===== src/rtl/uart_cmd_pkg.sv =====
// Shared constants for the UART command controller: ASCII command bytes and FSM encoding.
package uart_cmd_pkg;

    localparam logic [7:0] CMD_RUN_U  = 8'h52;
    localparam logic [7:0] CMD_RUN_L  = 8'h72;
    localparam logic [7:0] CMD_CLR_U  = 8'h43;
    localparam logic [7:0] CMD_CLR_L  = 8'h63;
    localparam logic [7:0] CMD_MODE_U = 8'h4D;
    localparam logic [7:0] CMD_MODE_L = 8'h6D;
    localparam logic [7:0] CMD_SR04_U = 8'h55;
    localparam logic [7:0] CMD_SR04_L = 8'h75;
    localparam logic [7:0] CMD_DHT_U  = 8'h54;
    localparam logic [7:0] CMD_DHT_L  = 8'h74;
    localparam logic [7:0] CHR_CR     = 8'h0D;
    localparam logic [7:0] CHR_LF     = 8'h0A;

    typedef enum logic [1:0] {
        IDLE     = 2'd0,
        DECODE   = 2'd1,
        WAIT_ACK = 2'd2
    } state_t;

endpackage


===== src/rtl/uart_cmd_ctrl_fifo.sv =====
// Synchronous byte FIFO; a push while full is accepted only if a pop frees a slot that same cycle.
module cmd_fifo #(
    parameter int DEPTH = 4
) (
    input  logic       clk,
    input  logic       rst,
    input  logic       push,
    input  logic [7:0] din,
    input  logic       pop,
    output logic [7:0] dout,
    output logic       full,
    output logic       empty,
    output logic       ovf
);
    localparam int AW = $clog2(DEPTH);

    logic [7:0]  mem [DEPTH];
    logic [AW-1:0] wr_ptr, rd_ptr;
    logic [AW:0]   count;
    logic          push_ok, pop_ok;

    assign full    = (count == (AW+1)'(DEPTH));
    assign empty   = (count == '0);
    assign pop_ok  = pop && !empty;
    assign push_ok = push && (!full || pop_ok);
    assign dout    = mem[rd_ptr];

    always_ff @(posedge clk) begin
        if (push_ok) mem[wr_ptr] <= din;
    end

    always_ff @(posedge clk) begin
        if (rst) begin
            wr_ptr <= '0;
            rd_ptr <= '0;
            count  <= '0;
            ovf    <= 1'b0;
        end else begin
            ovf <= push && !push_ok;
            if (push_ok) wr_ptr <= wr_ptr + 1'b1;
            if (pop_ok)  rd_ptr <= rd_ptr + 1'b1;
            case ({push_ok, pop_ok})
                2'b10:   count <= count + 1'b1;
                2'b01:   count <= count - 1'b1;
                default: count <= count;
            endcase
        end
    end

endmodule


===== src/rtl/uart_cmd_ctrl.sv =====
// UART command decoder/dispatcher: pulses for watch commands, req/ack handshakes for sensors.
// Optional byte echo on the transmitter is enabled with `define CMD_ECHO_EN.
module uart_cmd_ctrl
    import uart_cmd_pkg::*;
#(
    parameter int FIFO_DEPTH  = 4,
    parameter int ACK_TIMEOUT = 10_000_000
) (
    input  logic       clk,
    input  logic       rst,
    input  logic [7:0] rx_data,
    input  logic       rx_done,
    output logic       sw_run_stop,
    output logic       sw_clear,
    output logic       mode_toggle,
    output logic       sr04_req,
    input  logic       sr04_ack,
    output logic       dht_req,
    input  logic       dht_ack,
    output logic       cmd_err,
    output logic       ack_timeout,
    output logic       rx_ovf,
    output logic [7:0] tx_data,
    output logic       tx_start,
    input  logic       tx_busy
);
    localparam int CW = $clog2(ACK_TIMEOUT);

    state_t        state;
    logic [7:0]    cmd_reg;
    logic [CW-1:0] cnt;
    logic [7:0]    fifo_dout;
    logic          fifo_full, fifo_empty, pop, ack;

    assign pop = (state == IDLE) && !fifo_empty;
    // Only the sensor currently being served can complete the handshake.
    assign ack = sr04_req ? sr04_ack : dht_ack;

    cmd_fifo #(.DEPTH(FIFO_DEPTH)) u_fifo (
        .clk   (clk),
        .rst   (rst),
        .push  (rx_done),
        .din   (rx_data),
        .pop   (pop),
        .dout  (fifo_dout),
        .full  (fifo_full),
        .empty (fifo_empty),
        .ovf   (rx_ovf)
    );

    always_ff @(posedge clk) begin
        if (rst) begin
            state       <= IDLE;
            cmd_reg     <= '0;
            cnt         <= '0;
            sw_run_stop <= 1'b0;
            sw_clear    <= 1'b0;
            mode_toggle <= 1'b0;
            sr04_req    <= 1'b0;
            dht_req     <= 1'b0;
            cmd_err     <= 1'b0;
            ack_timeout <= 1'b0;
`ifdef CMD_ECHO_EN
            tx_data     <= '0;
            tx_start    <= 1'b0;
`endif
        end else begin
            sw_run_stop <= 1'b0;
            sw_clear    <= 1'b0;
            mode_toggle <= 1'b0;
            cmd_err     <= 1'b0;
            ack_timeout <= 1'b0;
`ifdef CMD_ECHO_EN
            tx_start    <= 1'b0;
`endif
            case (state)
                IDLE: begin
                    if (pop) begin
                        cmd_reg <= fifo_dout;
                        state   <= DECODE;
                    end
                end
                DECODE: begin
`ifdef CMD_ECHO_EN
                    if (!tx_busy) begin
                        tx_data  <= cmd_reg;
                        tx_start <= 1'b1;
                    end
`endif
                    state <= IDLE;
                    case (cmd_reg)
                        CMD_RUN_U,  CMD_RUN_L:  sw_run_stop <= 1'b1;
                        CMD_CLR_U,  CMD_CLR_L:  sw_clear    <= 1'b1;
                        CMD_MODE_U, CMD_MODE_L: mode_toggle <= 1'b1;
                        CMD_SR04_U, CMD_SR04_L: begin
                            sr04_req <= 1'b1;
                            cnt      <= '0;
                            state    <= WAIT_ACK;
                        end
                        CMD_DHT_U,  CMD_DHT_L: begin
                            dht_req <= 1'b1;
                            cnt     <= '0;
                            state   <= WAIT_ACK;
                        end
                        CHR_CR, CHR_LF: ;
                        default: cmd_err <= 1'b1;
                    endcase
                end
                WAIT_ACK: begin
                    if (ack) begin
                        sr04_req <= 1'b0;
                        dht_req  <= 1'b0;
                        state    <= IDLE;
                    end else if (cnt == CW'(ACK_TIMEOUT - 1)) begin
                        sr04_req    <= 1'b0;
                        dht_req     <= 1'b0;
                        ack_timeout <= 1'b1;
                        state       <= IDLE;
                    end else begin
                        cnt <= cnt + 1'b1;
                    end
                end
                default: state <= IDLE;
            endcase
        end
    end

`ifndef CMD_ECHO_EN
    logic unused_tx_busy;
    assign unused_tx_busy = tx_busy;
    assign tx_data  = '0;
    assign tx_start = 1'b0;
`endif

endmodule

===== config.mk =====
export PLATFORM = sky130hd
export DESIGN_NAME = uart_cmd_ctrl
export DESIGN_NICKNAME = d
export VERILOG_FILES = /design/src/rtl/uart_cmd_pkg.sv /design/src/rtl/uart_cmd_ctrl_fifo.sv /design/src/rtl/uart_cmd_ctrl.sv
export SDC_FILE = /design/constraint.sdc
export NUM_CORES = 1
export LEC_CHECK = 0
export CELL_PAD_IN_SITES_DETAIL_PLACEMENT = 1
export CELL_PAD_IN_SITES_GLOBAL_PLACEMENT = 1
export CORE_MARGIN = 2
export CORE_UTILIZATION = 30
export CTS_BUF_LIST = sky130_fd_sc_hd__clkbuf_16
export CTS_CLUSTER_DIAMETER = 60
export CTS_CLUSTER_SIZE = 25
export DETAILED_ROUTE_END_ITERATION = 16
export DONT_BUFFER_PORTS = 1
export PLACE_DENSITY = 0.61
export SKIP_CTS_REPAIR_TIMING = 1
export SYNTH_ARGS = -nofsm -noshare
export SYNTH_HDL_FRONTEND = slang
export SYNTH_HIERARCHICAL = 1
export SYNTH_SLANG_ARGS = --single-unit

===== constraint.sdc =====
create_clock -name clk -period 3.2 [get_ports clk]
set_input_delay 0.16 -clock clk [delete_from_list [all_inputs] [get_ports clk]]
set_output_delay 0.16 -clock clk [all_outputs]
set_load 0.1 [all_outputs]

==> results.ini, run 1 <==
[placed_design]
routabilityCongestion=0.730
pre_cts_ws_ns=0.171
dpl.hpwl_mm=5.65
port_buffers=0

[job]
maxCapViolations=0

[sta]
fin_ws_ns=0.218
maxSlewHeadroom_pct=36.7
finalSetupViolCount=0
fin_crit_ns=2.98
tightest_slew_ns=0.948
slew_viol_final=0
fmax_ghz=0.335
timing_hold_violations_final=0
whs_ns=0.00433
finalCritPeriodShare_pct=93.2
fin_skew_ns=0.00913

[routing]
wl_mm=8.42
antenna_left=0
drc_errors=0
vias=2654
detail_route.wl_per_cell_um=15.6
vias_per_cell=4.93
drt_iter0_markers=96
dr.pass1.iters=4

[layout]
largest_reg_flops=32
syn_to_final_growth_pct=16.9
antenna_cells=0
fillCellCount=1349
final_net_count=386
drive_gt1_share_pct=11.9

[hold_path]
hold_end=u_fifo/wr_ptr[0]$_SDFFE_PP0P_
min_from=rst
min_path_type=in2reg
whs_path_depth=3

[setup_path]
r2r_start=u_fifo/count[2]$_SDFFE_PP0P_
critPathCaptureType=flip-flop
cp-start-kind=flip-flop
rr_worst_depth=12
rrSetupSlack_ns=0.22
required_ns=3.46
worstPathMaxFanout=11
arrival_ns=3.24
critical_path_class=reg2reg
reg2reg_to=u_fifo/count[2]$_SDFFE_PP0P_

[clock_network]
cts_made_buffers=9
path_clk_slew_ns=0.06
clk_path_buf_depth=2
root_buffer=clkbuf_16
insertion_delay_ns=0.34
cts_sinks=83
cts_tree=built
h-tree-depth=3

[floorplan]
start_util_pct=30.9
dieArea_um2=13300
rows=40
die_h_um=116
ios=31
core_area_um2=12100
die_x_um=116

[global_routing]
grt_pass1_vias=2728
grt_max_degree=32
grt_overflow=0
antenna_found_initial=0
grtUsageTotal_pct=13.6
grt_pass1_wl_mm=13.7

[power]
power.density_nw_per_um2=719
p_leak_nw=1.51
ir_worst_vdd_mv=0.394
finalPower_mw=3.14

[logic_synthesis]
syn_inst=348
yosysWarnings=6
syn_area_per_cell_um2=10.7
syn-cell-area_um2=3730

[run_status]
status=complete, no violations

[worst max path at each step]
stage | startpoint | end | cells past startpoint
floorplan | u_fifo/count[1]$_SDFFE_PP0P_ | u_fifo/count[2]$_SDFFE_PP0P_ | 14
global route | u_fifo/count[2]$_SDFFE_PP0P_ | u_fifo/count[2]$_SDFFE_PP0P_ | 12
finish | u_fifo/count[2]$_SDFFE_PP0P_ | u_fifo/count[2]$_SDFFE_PP0P_ | 12
global placement | u_fifo/count[1]$_SDFFE_PP0P_ | u_fifo/count[2]$_SDFFE_PP0P_ | 12
detailed placement | u_fifo/count[1]$_SDFFE_PP0P_ | u_fifo/count[2]$_SDFFE_PP0P_ | 12
CTS | u_fifo/count[1]$_SDFFE_PP0P_ | u_fifo/count[2]$_SDFFE_PP0P_ | 12
[worst max-delay path: stages (launching register included)]
cell and delay [ns]:
dfxtp_1 0.34, nor3_2 0.23, or3_1 0.18, clkinv_2 0.14
or4b_1 0.55, and2_4 0.20, inv_1 0.05, ha_1 0.17
inv_1 0.06, fa_1 0.37, xor2_1 0.15, or3_1 0.32
a21oi_1 0.14
[cell type report]
type,count,area (um^2),share of cell area [%]
Sequential cell,83,1980,45.4
Clock inverter,7,104,2.38
Clock buffer,9,225,5.16
Multi-Input combinational cell,241,1620,37.2
Inverter,11,42.5,0.975
Timing Repair Buffer,19,175,4.01
Tap cell,168,210,4.82
[per-stage QoR]
| stage | instance area (um^2) | instances | utilization [%] | TNS, ns |
|---|---|---|---|---|
| 6_report | 4360 | 538 | 36.2 | 0 |
| 5_1_grt | 4360 | 538 | 36.2 | -0.0125 |
| 4_1_cts | 4220 | 524 | 35.0 | 0 |
| 3_5_place_dp | 3890 | 508 | 32.3 | 0 |
| 3_3_place_gp | 3890 | 508 | 32.3 | 0 |
| 2_1_floorplan | 3760 | 356 | - | 0 |
[layer usage]
layer  global-route usage (%)  part of all wire (%)
met2                     22.8                    51
met1                     16.2                    45
met3                     4.45                   3.1
met5                        0                     0
met4                     5.06                   1.2
[power by group]
part | total [mW] | internal (mW) | switching, mW
clock network | 1.15 | 0.698 | 0.451
logic | 0.609 | 0.270 | 0.339
registers | 1.38 | 1.22 | 0.156
[cell usage in the layout (no fill, tap or decap), drive strengths merged, types with 3 or more instances in the layout]
cell and instances:
a211oi 3, a21oi 22, a22o 4, a31oi 10, and3 8, buf 6, clkbuf 9, conb 9
dfxtp 51, dlygate4sd3 13, edfxtp 32, ha 6, inv 15, mux4 8, nand2 36, nand2b 10
nand3 17, nand4 5, nor2 24, nor3 7, nor3b 4, nor4 6, o21a 3, o21ai 11
or3 8, xor2 3
(Power assumes the default switching activity.)
==> run 2: changes to the inputs <==
--- a/config.mk
+++ b/config.mk
@@ -11,10 +11,11 @@
 export CORE_UTILIZATION = 30
 export CTS_BUF_LIST = sky130_fd_sc_hd__clkbuf_16
 export CTS_CLUSTER_DIAMETER = 60
-export CTS_CLUSTER_SIZE = 25
+export CTS_CLUSTER_SIZE = 20
 export DETAILED_ROUTE_END_ITERATION = 16
 export DONT_BUFFER_PORTS = 1
 export PLACE_DENSITY = 0.61
+export REMOVE_ABC_BUFFERS = 1
 export SKIP_CTS_REPAIR_TIMING = 1
 export SYNTH_ARGS = -nofsm -noshare
 export SYNTH_HDL_FRONTEND = slang
==> results.ini, run 2 (synthesis gave the netlist of run 1 again) <==
[run_status]
status=complete, no violations

[clock_network]
insertion_delay_ns=0.35
cts_made_buffers=9
path_clk_slew_ns=0.06
clk_path_buf_depth=2
h-tree-depth=3
root_buffer=clkbuf_16
cts_tree=built
cts_sinks=83

[sta]
tightest_slew_ns=0.971
maxSlewHeadroom_pct=35.2
fin_skew_ns=0.00797
slew_viol_final=0
finalSetupViolCount=0
fin_ws_ns=0.220
setup_tns_ns=0
timing_hold_violations_final=0
rsz0062_at_grt=false
fin_crit_ns=2.98
finalCritPeriodShare_pct=93.1
fmax_ghz=0.336

[routing]
wl_mm=8.55
vias_per_cell=4.91
dr.pass1.iters=4
detail_route.wl_per_cell_um=16.0
vias=2620
drc_errors=0
drt_iter0_markers=68
antenna_left=0

[placed_design]
routabilityCongestion=0.708
pre_cts_ws_ns=0.172
placed_cell_area_um2=3890
dpl.hpwl_mm=5.83
port_buffers=0

[layout]
layout_common_cells=dfxtp_1, nand2_1, edfxtp_1
fillCellCount=1346
design_area_um2=4280
antenna_cells=0
layout_commonest_cell=dfxtp_1
largest_reg_flops=32
syn_to_final_growth_pct=14.7
drive_gt1_share_pct=11.2
final_net_count=382

[setup_path]
cp_cell_sequence=nor3_2, or3_1, clkinv_1, or4b_1, and2_4, inv_1, ha_1, inv_1, fa_1, xor2_1, or3_1, a21oi_1
cp_slowest_stage_delay_ns=0.52
r2r_start=u_fifo/count[0]$_SDFFE_PP0P_
reg2reg_to=u_fifo/count[2]$_SDFFE_PP0P_
critical_path_class=reg2reg
critPathCaptureType=flip-flop
rrSetupSlack_ns=0.22
cp_slowest_cell=or4b_1
arrival_ns=3.24
rr_worst_depth=12
worstPathMaxFanout=5
cp-start-kind=flip-flop
required_ns=3.46

[floorplan]
start_util_pct=30.9
die_h_um=116
rows=40
die_x_um=116
dieArea_um2=13300
ios=31
core_area_um2=12100

[hold_path]
min_from=rst
whs_path_depth=3
min_path_type=in2reg
hold_end=u_fifo/wr_ptr[0]$_SDFFE_PP0P_

[power]
finalPower_mw=2.99
p_leak_nw=1.46
power.density_nw_per_um2=698
ir_worst_vdd_mv=0.314

[global_routing]
grt_overflow=0
grtUsageTotal_pct=13.7
antenna_found_initial=0
grt_pass1_wl_mm=13.9
grt_max_degree=32
grt_pass1_vias=2631

[job]
maxCapViolations=0

-- run 2: worst max path at each step --
stage / from / endpoint / slack [ns] / cells after the start
after floorplan: u_fifo/count[1]$_SDFFE_PP0P_ / u_fifo/count[2]$_SDFFE_PP0P_ / 0.07 / 12
after global placement: u_fifo/count[1]$_SDFFE_PP0P_ / u_fifo/count[2]$_SDFFE_PP0P_ / 0.34 / 12
after detailed placement: u_fifo/count[0]$_SDFFE_PP0P_ / u_fifo/count[2]$_SDFFE_PP0P_ / 0.17 / 12
after CTS: u_fifo/count[0]$_SDFFE_PP0P_ / u_fifo/count[2]$_SDFFE_PP0P_ / 0.16 / 12
after global routing: u_fifo/count[1]$_SDFFE_PP0P_ / u_fifo/count[2]$_SDFFE_PP0P_ / 0.05 / 12
final: u_fifo/count[0]$_SDFFE_PP0P_ / u_fifo/count[2]$_SDFFE_PP0P_ / 0.22 / 12
-- run 2: power by group --
group / total [mW] / internal [mW] / switching [mW]
logic: 0.609 / 0.263 / 0.346
registers: 1.38 / 1.22 / 0.157
clock network: 0.998 / 0.538 / 0.460
total: 2.99 / 2.02 / 0.963
-- run 2: worst max-delay path, delay by kind of cell, from the launching register on --
| family | cells | cell delay, ns |
|---|---|---|
| compound gates | 1 | 0.19 |
| fa+ha+maj | 2 | 0.56 |
| buf+inv | 3 | 0.19 |
| simple gates | 5 | 1.42 |
| flops | 1 | 0.36 |
| xor+xnor | 1 | 0.16 |
-- run 2: layout make-up --
| class | count | area [um^2] | share of cell area (%) |
|---|---|---|---|
| Sequential cell | 83 | 1980 | 46.3 |
| Multi-Input combinational cell | 241 | 1620 | 38.0 |
| Clock buffer | 9 | 225 | 5.26 |
| Tap cell | 168 | 210 | 4.91 |
| Timing Repair Buffer | 15 | 138 | 3.22 |
| Clock inverter | 7 | 58.8 | 1.37 |
| Inverter | 11 | 41.3 | 0.965 |
-- run 2: layer usage --
layer | global-route usage (%) | vias up | routed length, um
met3 | 3.87 | 12 | 314
met2 | 19.9 | 30 | 3780
met1 | 19.1 | 1276 | 4320
met5 | 0 | - | 0
met4 | 6.10 | 0 | 147
li1 | - | 1302 | -
-- run 2: metrics by stage --
step	utilization [%]	instances	hold slack (ns)
3_3_place_gp	32.3	508	0.242
2_1_floorplan	-	335	0.229
5_1_grt	35.5	534	0.00503
4_1_cts	34.6	524	-0.128
3_5_place_dp	32.3	508	0.244
6_report	35.5	534	0.00700
